## config.mk

```make
export PLATFORM = sky130hd
export DESIGN_NAME = hnm_rmw_bitmap
export DESIGN_NICKNAME = d
export VERILOG_FILES = /design/src/rtl/hnm_rmw_bitmap_pkg.sv /design/src/rtl/hnm_rmw_bitmap_bram.sv /design/src/rtl/hnm_rmw_bitmap.sv
export SDC_FILE = /design/constraint.sdc
export NUM_CORES = 1
export LEC_CHECK = 0
export CAP_MARGIN = 5
export CORE_UTILIZATION = 43
export DETAILED_ROUTE_END_ITERATION = 8
export DONT_BUFFER_PORTS = 1
export PLACE_DENSITY = 0.62
export SYNTH_ARGS = -nofsm -noshare
export SYNTH_HDL_FRONTEND = slang
export SYNTH_SLANG_ARGS = --single-unit
```

## constraint.sdc

```tcl
create_clock -name clk -period 4.99 [get_ports clk]
set_input_delay 1.497 -clock clk [delete_from_list [all_inputs] [get_ports clk]]
set_output_delay 1.497 -clock clk [all_outputs]
set_load 0.02 [all_outputs]
```

## src/rtl/hnm_rmw_bitmap_pkg.sv

```systemverilog
// Shared defaults and fill-engine state type for the hit-node-map bitmap.
package hnm_rmw_bitmap_pkg;

    localparam int DEF_ROWBITS = 6;
    localparam int DEF_COLBITS = 3;

    typedef enum logic [1:0] {
        ST_IDLE,
        ST_DRAIN,
        ST_FILL
    } fillState_t;

endpackage

```

## src/rtl/hnm_rmw_bitmap_bram.sv

```systemverilog
// NROWS x NCOLS block RAM: one write port, two synchronous read ports (old data on collision).
module hnm_bram #(
    parameter int ROWBITS = 6,
    parameter int NCOLS   = 8
) (
    input  logic               clk,
    input  logic               we,
    input  logic [ROWBITS-1:0] wAddr,
    input  logic [NCOLS-1:0]   wData,
    input  logic [ROWBITS-1:0] rAddrA,
    output logic [NCOLS-1:0]   rDataA,
    input  logic [ROWBITS-1:0] rAddrB,
    output logic [NCOLS-1:0]   rDataB
);

    logic [NCOLS-1:0] mem [2**ROWBITS];

    always_ff @(posedge clk) begin
        if (we) begin
            mem[wAddr] <= wData;
        end
        rDataA <= mem[rAddrA];
        rDataB <= mem[rAddrB];
    end

endmodule

```

## src/rtl/hnm_rmw_bitmap.sv

```systemverilog
// Hit-node-map bitmap: pipelined SSID bit set (RMW with forwarding), row write/read,
// SSID bit read with commit-stage bypass, and a sequential row-fill engine.
module hnm_rmw_bitmap
    import hnm_rmw_bitmap_pkg::*;
#(
    parameter int  ROWBITS       = DEF_ROWBITS,
    parameter int  COLBITS       = DEF_COLBITS,
    parameter int  SSIDBITS      = ROWBITS + COLBITS,
    parameter bit  FILL_ON_RESET = 1'b1,
    localparam int NROWS         = 2 ** ROWBITS,
    localparam int NCOLS         = 2 ** COLBITS
) (
    input  logic                clk,
    input  logic                reset,
    output logic                writeReady,
    input  logic                write,
    input  logic [SSIDBITS-1:0] SSID_write,
    input  logic                writeRow,
    input  logic [ROWBITS-1:0]  rowWrite,
    input  logic [NCOLS-1:0]    dataWrite,
    output logic                readReady,
    input  logic                read,
    input  logic [SSIDBITS-1:0] SSID_read,
    input  logic                readRow,
    input  logic [ROWBITS-1:0]  rowRead,
    input  logic                fillSequentialRows,
    input  logic [NCOLS-1:0]    fillData,
    output logic [SSIDBITS-1:0] SSID_passed,
    output logic                HNM_readOutput,
    output logic                ssidValid,
    output logic [ROWBITS-1:0]  rowPassed,
    output logic [NCOLS-1:0]    rowReadOutput,
    output logic                rowValid,
    output logic                readCollision,
    output logic                busy
);

    fillState_t         state, stateNext;
    logic [ROWBITS-1:0] fillRow;
    logic [NCOLS-1:0]   fillPattern;

    logic               wrAccept, wrSetBit;
    logic [ROWBITS-1:0] wrSsidRow, wrRow;

    logic               s1Valid, s1SetBit, s1HasRow;
    logic [ROWBITS-1:0] s1Row;
    logic [COLBITS-1:0] s1Col;
    logic [NCOLS-1:0]   s1RowData;

    logic               cValid;
    logic [ROWBITS-1:0] cRow;
    logic [NCOLS-1:0]   cData;

    logic [NCOLS-1:0]   ramDataA, ramDataB, oldRow, newRow;
    logic               ramWe;
    logic [ROWBITS-1:0] ramWAddr;
    logic [NCOLS-1:0]   ramWData;

    logic               rdAccept;
    logic [ROWBITS-1:0] rdRowAddr;
    logic               r1Valid, r1IsRow, r1Coll;
    logic [ROWBITS-1:0] r1Row;
    logic [COLBITS-1:0] r1Col;
    logic [NCOLS-1:0]   r1Data;

    assign busy       = (state != ST_IDLE);
    assign writeReady = !busy;
    assign readReady  = !busy;

    always_ff @(posedge clk or posedge reset) begin
        if (reset) begin
            state       <= FILL_ON_RESET ? ST_FILL : ST_IDLE;
            fillRow     <= '0;
            fillPattern <= '0;
        end else begin
            state <= stateNext;
            if (state == ST_IDLE && fillSequentialRows) begin
                fillPattern <= fillData;
            end
            if (state == ST_FILL) begin
                fillRow <= fillRow + ROWBITS'(1);
            end
        end
    end

    always_comb begin
        stateNext = state;
        case (state)
            ST_IDLE:  if (fillSequentialRows) stateNext = ST_DRAIN;
            ST_DRAIN: if (!s1Valid) stateNext = ST_FILL;
            ST_FILL:  if (fillRow == ROWBITS'(NROWS - 1)) stateNext = ST_IDLE;
            default:  stateNext = ST_IDLE;
        endcase
    end

    assign wrAccept  = (write | writeRow) & writeReady;
    assign wrSsidRow = SSID_write[SSIDBITS-1:COLBITS];
    assign wrRow     = writeRow ? rowWrite : wrSsidRow;
    // A bit set merges into a row overwrite only when both target the same row.
    assign wrSetBit  = write & (!writeRow | (wrSsidRow == rowWrite));

    always_ff @(posedge clk or posedge reset) begin
        if (reset) begin
            s1Valid   <= 1'b0;
            s1SetBit  <= 1'b0;
            s1HasRow  <= 1'b0;
            s1Row     <= '0;
            s1Col     <= '0;
            s1RowData <= '0;
            cValid    <= 1'b0;
            cRow      <= '0;
            cData     <= '0;
        end else begin
            s1Valid   <= wrAccept;
            s1SetBit  <= wrSetBit;
            s1HasRow  <= writeRow;
            s1Row     <= wrRow;
            s1Col     <= SSID_write[COLBITS-1:0];
            s1RowData <= dataWrite;
            cValid    <= s1Valid;
            cRow      <= s1Row;
            cData     <= newRow;
        end
    end

    // RAM read of stage 1 missed the commit of the previous cycle; take it from cData.
    always_comb begin
        oldRow = (cValid && (cRow == s1Row)) ? cData : ramDataA;
        newRow = (s1HasRow ? s1RowData : oldRow) | (s1SetBit ? (NCOLS'(1) << s1Col) : '0);
    end

    always_comb begin
        ramWe    = s1Valid;
        ramWAddr = s1Row;
        ramWData = newRow;
        if (state == ST_FILL) begin
            ramWe    = 1'b1;
            ramWAddr = fillRow;
            ramWData = fillPattern;
        end
    end

    hnm_bram #(
        .ROWBITS(ROWBITS),
        .NCOLS  (NCOLS)
    ) uBram (
        .clk   (clk),
        .we    (ramWe),
        .wAddr (ramWAddr),
        .wData (ramWData),
        .rAddrA(wrRow),
        .rDataA(ramDataA),
        .rAddrB(rdRowAddr),
        .rDataB(ramDataB)
    );

    assign rdAccept  = (read | readRow) & readReady;
    assign rdRowAddr = readRow ? rowRead : SSID_read[SSIDBITS-1:COLBITS];

    always_ff @(posedge clk or posedge reset) begin
        if (reset) begin
            r1Valid <= 1'b0;
            r1IsRow <= 1'b0;
            r1Coll  <= 1'b0;
            r1Row   <= '0;
            r1Col   <= '0;
        end else begin
            r1Valid <= rdAccept;
            r1IsRow <= readRow;
            r1Coll  <= read & readRow;
            r1Row   <= rdRowAddr;
            r1Col   <= SSID_read[COLBITS-1:0];
        end
    end

    assign r1Data = (cValid && (cRow == r1Row)) ? cData : ramDataB;

    always_ff @(posedge clk or posedge reset) begin
        if (reset) begin
            rowValid       <= 1'b0;
            ssidValid      <= 1'b0;
            readCollision  <= 1'b0;
            rowPassed      <= '0;
            rowReadOutput  <= '0;
            SSID_passed    <= '0;
            HNM_readOutput <= 1'b0;
        end else begin
            rowValid      <= r1Valid & r1IsRow;
            ssidValid     <= r1Valid & !r1IsRow;
            readCollision <= r1Valid & r1Coll;
            if (r1Valid && r1IsRow) begin
                rowPassed     <= r1Row;
                rowReadOutput <= r1Data;
            end
            if (r1Valid && !r1IsRow) begin
                SSID_passed    <= {r1Row, r1Col};
                HNM_readOutput <= r1Data[r1Col];
            end
        end
    end

endmodule
```

==> run_summary.xml <==
<?xml version="1.0" encoding="UTF-8"?>
<metrics>
  <group name="outcome">
    <metric name="run_status" unit="">finished, final reports clean</metric>
  </group>
  <group name="drt">
    <metric name="dr.first_iter.drc_count" unit="">4674</metric>
    <metric name="routed-via-count" unit="">27342</metric>
    <metric name="count_of_nets_left_with_antenna_violations_after_detail_routing" unit="">0</metric>
    <metric name="detail_route.vias_per_cell" unit="">6.92</metric>
    <metric name="firstDrtPassIters" unit="">9</metric>
    <metric name="drc" unit="">0</metric>
    <metric name="wl_per_cell" unit="µm">29.5</metric>
    <metric name="drt_wl_total" unit="µm">117000</metric>
  </group>
  <group name="setup_path">
    <metric name="crit_chain" unit="">nand2b_2, and2_1, inv_2, buf_12, a41oi_1, nor4_1, nor4_1, buf_4, a211oi_1</metric>
    <metric name="destination_of_the_worst_register_to_register_timing_path" unit="">uBram.mem[36][3]</metric>
    <metric name="reg2reg_depth" unit="">4</metric>
    <metric name="cp_data_arrival_time" unit="ns">4.59</metric>
    <metric name="crit_path_start_kind" unit="">primary input</metric>
    <metric name="cp_data_required_time" unit="ns">5.52</metric>
    <metric name="cpPeakStageDelay" unit="ns">0.90</metric>
    <metric name="cp_slowest_cell" unit="">sky130_fd_sc_hd__nor4_1</metric>
    <metric name="r2r_slack" unit="ns">1.41</metric>
    <metric name="crit_type" unit="">primary input to flip-flop</metric>
    <metric name="crit_fanout" unit="">144</metric>
    <metric name="worstReg2RegStart" unit="">state[1]</metric>
    <metric name="timing.critical_path.to_type" unit="">flip-flop</metric>
    <metric name="timing.critical_path.mode_cell" unit="">sky130_fd_sc_hd__nor4_1</metric>
  </group>
  <group name="cts">
    <metric name="cts_made_buffers" unit="">71</metric>
    <metric name="clk_pin_slew" unit="ns">0.06</metric>
    <metric name="cts_tree" unit="">built</metric>
    <metric name="cts.sinks" unit="">618</metric>
    <metric name="post_cts_resize_count" unit="">0</metric>
    <metric name="cts_htree_levels" unit="">3</metric>
    <metric name="post_cts_hold_buffer_count" unit="">0</metric>
    <metric name="clockRootBuffer" unit="">sky130_fd_sc_hd__clkbuf_16</metric>
    <metric name="postCtsSetupRepairBufs" unit="">0</metric>
    <metric name="clk_latency_worst_skew_pair" unit="ns">0.63</metric>
    <metric name="cts.path.max_buffers" unit="">3</metric>
  </group>
  <group name="die">
    <metric name="core_region_area" unit="mm²">0.0720</metric>
    <metric name="rows" unit="">98</metric>
    <metric name="io-pin-count" unit="">83</metric>
    <metric name="die_w" unit="µm">273</metric>
    <metric name="die_area" unit="mm²">0.0743</metric>
    <metric name="floorplan.die.height" unit="µm">273</metric>
    <metric name="initial_utilization" unit="%">43.8</metric>
  </group>
  <group name="power">
    <metric name="pleak" unit="µW">0.0116</metric>
    <metric name="power.total" unit="µW">15200</metric>
    <metric name="worst_ir_drop_vdd" unit="µV">357</metric>
    <metric name="power.density_cell_area" unit="mW/mm²">433</metric>
  </group>
  <group name="finish">
    <metric name="drive_above_1_share" unit="%">9.41</metric>
    <metric name="final_cell_mix" unit="">sky130_fd_sc_hd__edfxtp_1 (512), sky130_fd_sc_hd__nor2_1 (383), sky130_fd_sc_hd__nand2_1 (335), sky130_fd_sc_hd__a21oi_1 (230), sky130_fd_sc_hd__o211ai_1 (196)</metric>
    <metric name="seqCellArea" unit="mm²">0.0179</metric>
    <metric name="multi_input_comb_area" unit="mm²">0.0123</metric>
    <metric name="layout.nets" unit="">2996</metric>
    <metric name="flow.area_growth_from_synthesis" unit="%">11.2</metric>
    <metric name="layout_commonest_cell" unit="">sky130_fd_sc_hd__edfxtp_1</metric>
    <metric name="fill_cells" unit="">6248</metric>
  </group>
  <group name="min_path">
    <metric name="worst_hold_startpoint" unit="">r1Coll</metric>
    <metric name="hold_class" unit="">flip-flop to flip-flop</metric>
    <metric name="hold_end" unit="">readCollision</metric>
    <metric name="hold_path_depth" unit="">1</metric>
  </group>
  <group name="synth">
    <metric name="synthesis.area_per_instance" unit="µm²">10.5</metric>
    <metric name="synthesized_net_count" unit="">3063</metric>
    <metric name="synth_edf_count" unit="">512</metric>
    <metric name="dominant_cells_by_area_after_synthesis" unit="">sky130_fd_sc_hd__edfxtp_1 (49%), sky130_fd_sc_hd__dfrtp_1 (7.1%), sky130_fd_sc_hd__o211ai_1 (4.7%), sky130_fd_sc_hd__nor2_1 (4.6%), sky130_fd_sc_hd__nand2_1 (4.0%)</metric>
    <metric name="async_reset_ff_share" unit="%">14.6</metric>
    <metric name="synth_area_leader_cell" unit="">sky130_fd_sc_hd__edfxtp_1</metric>
    <metric name="synth.yosys.seq_area_share" unit="%">57.0</metric>
    <metric name="yosysTopAreaCellShare" unit="%">48.8</metric>
    <metric name="ys_warn_count" unit="">0</metric>
    <metric name="count_of_cell_types_in_the_netlist" unit="">69</metric>
    <metric name="synth_seq_cells" unit="">618</metric>
    <metric name="netlist_instances" unit="">3009</metric>
    <metric name="dominantRegCellSynth" unit="">sky130_fd_sc_hd__edfxtp_1</metric>
    <metric name="synth.cell_area" unit="mm²">0.0315</metric>
  </group>
  <group name="grt">
    <metric name="initial_antenna_violation_count" unit="">4</metric>
    <metric name="overflow" unit="">0</metric>
    <metric name="grt_max_degree" unit="">145</metric>
    <metric name="grt_first_pass_wirelength" unit="µm">170000</metric>
    <metric name="total_routing_usage_reported_by_global_routing" unit="%">30.7</metric>
    <metric name="grt_pass1_vias" unit="">25653</metric>
  </group>
  <group name="placement">
    <metric name="routability_driven_placement_congestion_ratio" unit="">0.936</metric>
    <metric name="place.detailed.hpwl" unit="µm">73400</metric>
    <metric name="place.port_buffers" unit="">0</metric>
  </group>
  <group name="sta">
    <metric name="tns" unit="ns">0</metric>
    <metric name="layout_worst_path_cycle_share" unit="%">81.4</metric>
    <metric name="timing.fmax" unit="GHz">0.246</metric>
    <metric name="slew_viol_final" unit="">0</metric>
    <metric name="slew_headroom" unit="%">13.5</metric>
    <metric name="rsz0062_at_grt" unit="">false</metric>
    <metric name="worst_tran_pin_value" unit="ns">1.30</metric>
    <metric name="finalSetupViolations" unit="">0</metric>
    <metric name="finalCriticalPeriod" unit="ns">4.06</metric>
    <metric name="timing_hold_violations_final" unit="">0</metric>
    <metric name="clock_skew" unit="ns">0.0395</metric>
  </group>
  <group name="flow_run">
    <metric name="number_of_max_capacitance_violations_reported" unit="">0</metric>
  </group>
</metrics>
-- worst max-delay path, delay by kind of cell --
kind	cells	cell delay, ns
compound gates	2	0.26
simple gates	4	1.59
buf+inv	3	1.03
-- kinds of logic after synthesis --
group	Yosys count	share of synthesized area, %
DFF	618	57.0
xor gates and xnor gates	23	0.639
and+or+nand+nor	963	13.3
buffers and inverters	323	4.27
AOI/OAI and AO/OA	999	22.0
adders and majority gates	1	0.0397
muxes	82	2.82
-- area by class of cell --
type / count / area share [%]
clock buffer: 92 / 5.93
antenna: 3 / 0.0214
multi-input combinational: 2068 / 35.1
sequential: 618 / 51.2
inverter: 86 / 0.943
tap: 950 / 3.39
timing repair buffer: 97 / 2.51
clock inverter: 35 / 0.839
-- cell usage after synthesis (5+ instances only) --
master                      instances
sky130_fd_sc_hd__edfxtp_1         512
sky130_fd_sc_hd__nor2_1           383
sky130_fd_sc_hd__nand2_1          336
sky130_fd_sc_hd__a21oi_1          231
sky130_fd_sc_hd__o211ai_1         196
sky130_fd_sc_hd__clkbuf_1         140
sky130_fd_sc_hd__a211oi_1          98
sky130_fd_sc_hd__dfrtp_1           89
sky130_fd_sc_hd__o22ai_1           89
sky130_fd_sc_hd__inv_1             78
sky130_fd_sc_hd__nor4_1            74
sky130_fd_sc_hd__o221ai_1          65
sky130_fd_sc_hd__nand3_1           63
sky130_fd_sc_hd__buf_2             51
sky130_fd_sc_hd__a41oi_1           50
sky130_fd_sc_hd__mux2i_1           47
sky130_fd_sc_hd__a31oi_1           46
sky130_fd_sc_hd__o21ai_0           43
sky130_fd_sc_hd__a22oi_1           35
sky130_fd_sc_hd__a32oi_1           34
sky130_fd_sc_hd__mux2_2            32
sky130_fd_sc_hd__buf_1             31
sky130_fd_sc_hd__nor3_1            25
sky130_fd_sc_hd__o21ai_1           21
sky130_fd_sc_hd__a211o_1           19
sky130_fd_sc_hd__dfxtp_1           16
sky130_fd_sc_hd__or4_1             16
sky130_fd_sc_hd__nand2b_1          14
sky130_fd_sc_hd__nand4_1           13
sky130_fd_sc_hd__a2111oi_0         12
sky130_fd_sc_hd__a21boi_0          12
sky130_fd_sc_hd__buf_4             12
sky130_fd_sc_hd__xnor2_1           12
sky130_fd_sc_hd__and2_1            11
sky130_fd_sc_hd__xor2_1            11
sky130_fd_sc_hd__o41ai_1           10
sky130_fd_sc_hd__or3_1              8
sky130_fd_sc_hd__o22ai_2            7
sky130_fd_sc_hd__o21a_1             6
sky130_fd_sc_hd__o31ai_1            6
sky130_fd_sc_hd__and3_1             5
-- routing by layer --
layer	share of wire, %	vias up	GRT usage, %
met5	0.022	-	0
met2	44	2230	46.3
li1	-	11541	-
met3	14	339	9.44
met1	38	13228	41.3
met4	4.1	4	11.5
-- state kept, by name, summed over array words and instances, names as in the netlist, 3 cells and up --
signal and flops:
rowPassed 6, r1Row 6, rowReadOutput 8, r1Col 3
fillRow 6, SSID_passed 9, s1Col 3, fillPattern 8
cData 8, uBram.mem 512, s1Row 6, uBram.rDataA 8
uBram.rDataB 8, cRow 6, s1RowData 8
-- stage by stage --
stage | std cells | util [%] | setup WS [ns] | area, µm² | hold WS, ns
2_1_floorplan | 3009 | - | 1.16 | 31500 | 0.404
3_3_place_gp | 3819 | 45.4 | 0.683 | 32700 | 0.446
3_5_place_dp | 3819 | 45.4 | 0.677 | 32700 | 0.458
4_1_cts | 3946 | 48.7 | 1.32 | 35000 | 0.475
5_1_grt | 3946 | 48.7 | 1.07 | 35000 | 0.498
6_report | 3949 | 48.7 | 0.930 | 35000 | 0.475
-- power breakdown --
group / switching [µW] / internal [µW] / leakage [µW] / total, µW
combinational: 2140 / 744 / 0.00456 / 2880
sequential: 398 / 6570 / 0.00583 / 6970
clock: 2180 / 3150 / 0.00117 / 5330
total: 4720 / 10500 / 0.0116 / 15200
-- how the worst max path moves through the flow --
stage,start,end
after floorplan,reset,HNM_readOutput
after global placement,writeRow,uBram.rDataA[6]
after detailed placement,writeRow,uBram.rDataA[6]
after CTS,writeRow,uBram.rDataA[6]
after global routing,writeRow,uBram.rDataA[6]
final,writeRow,uBram.rDataA[6]
(Power assumes the default switching activity.)
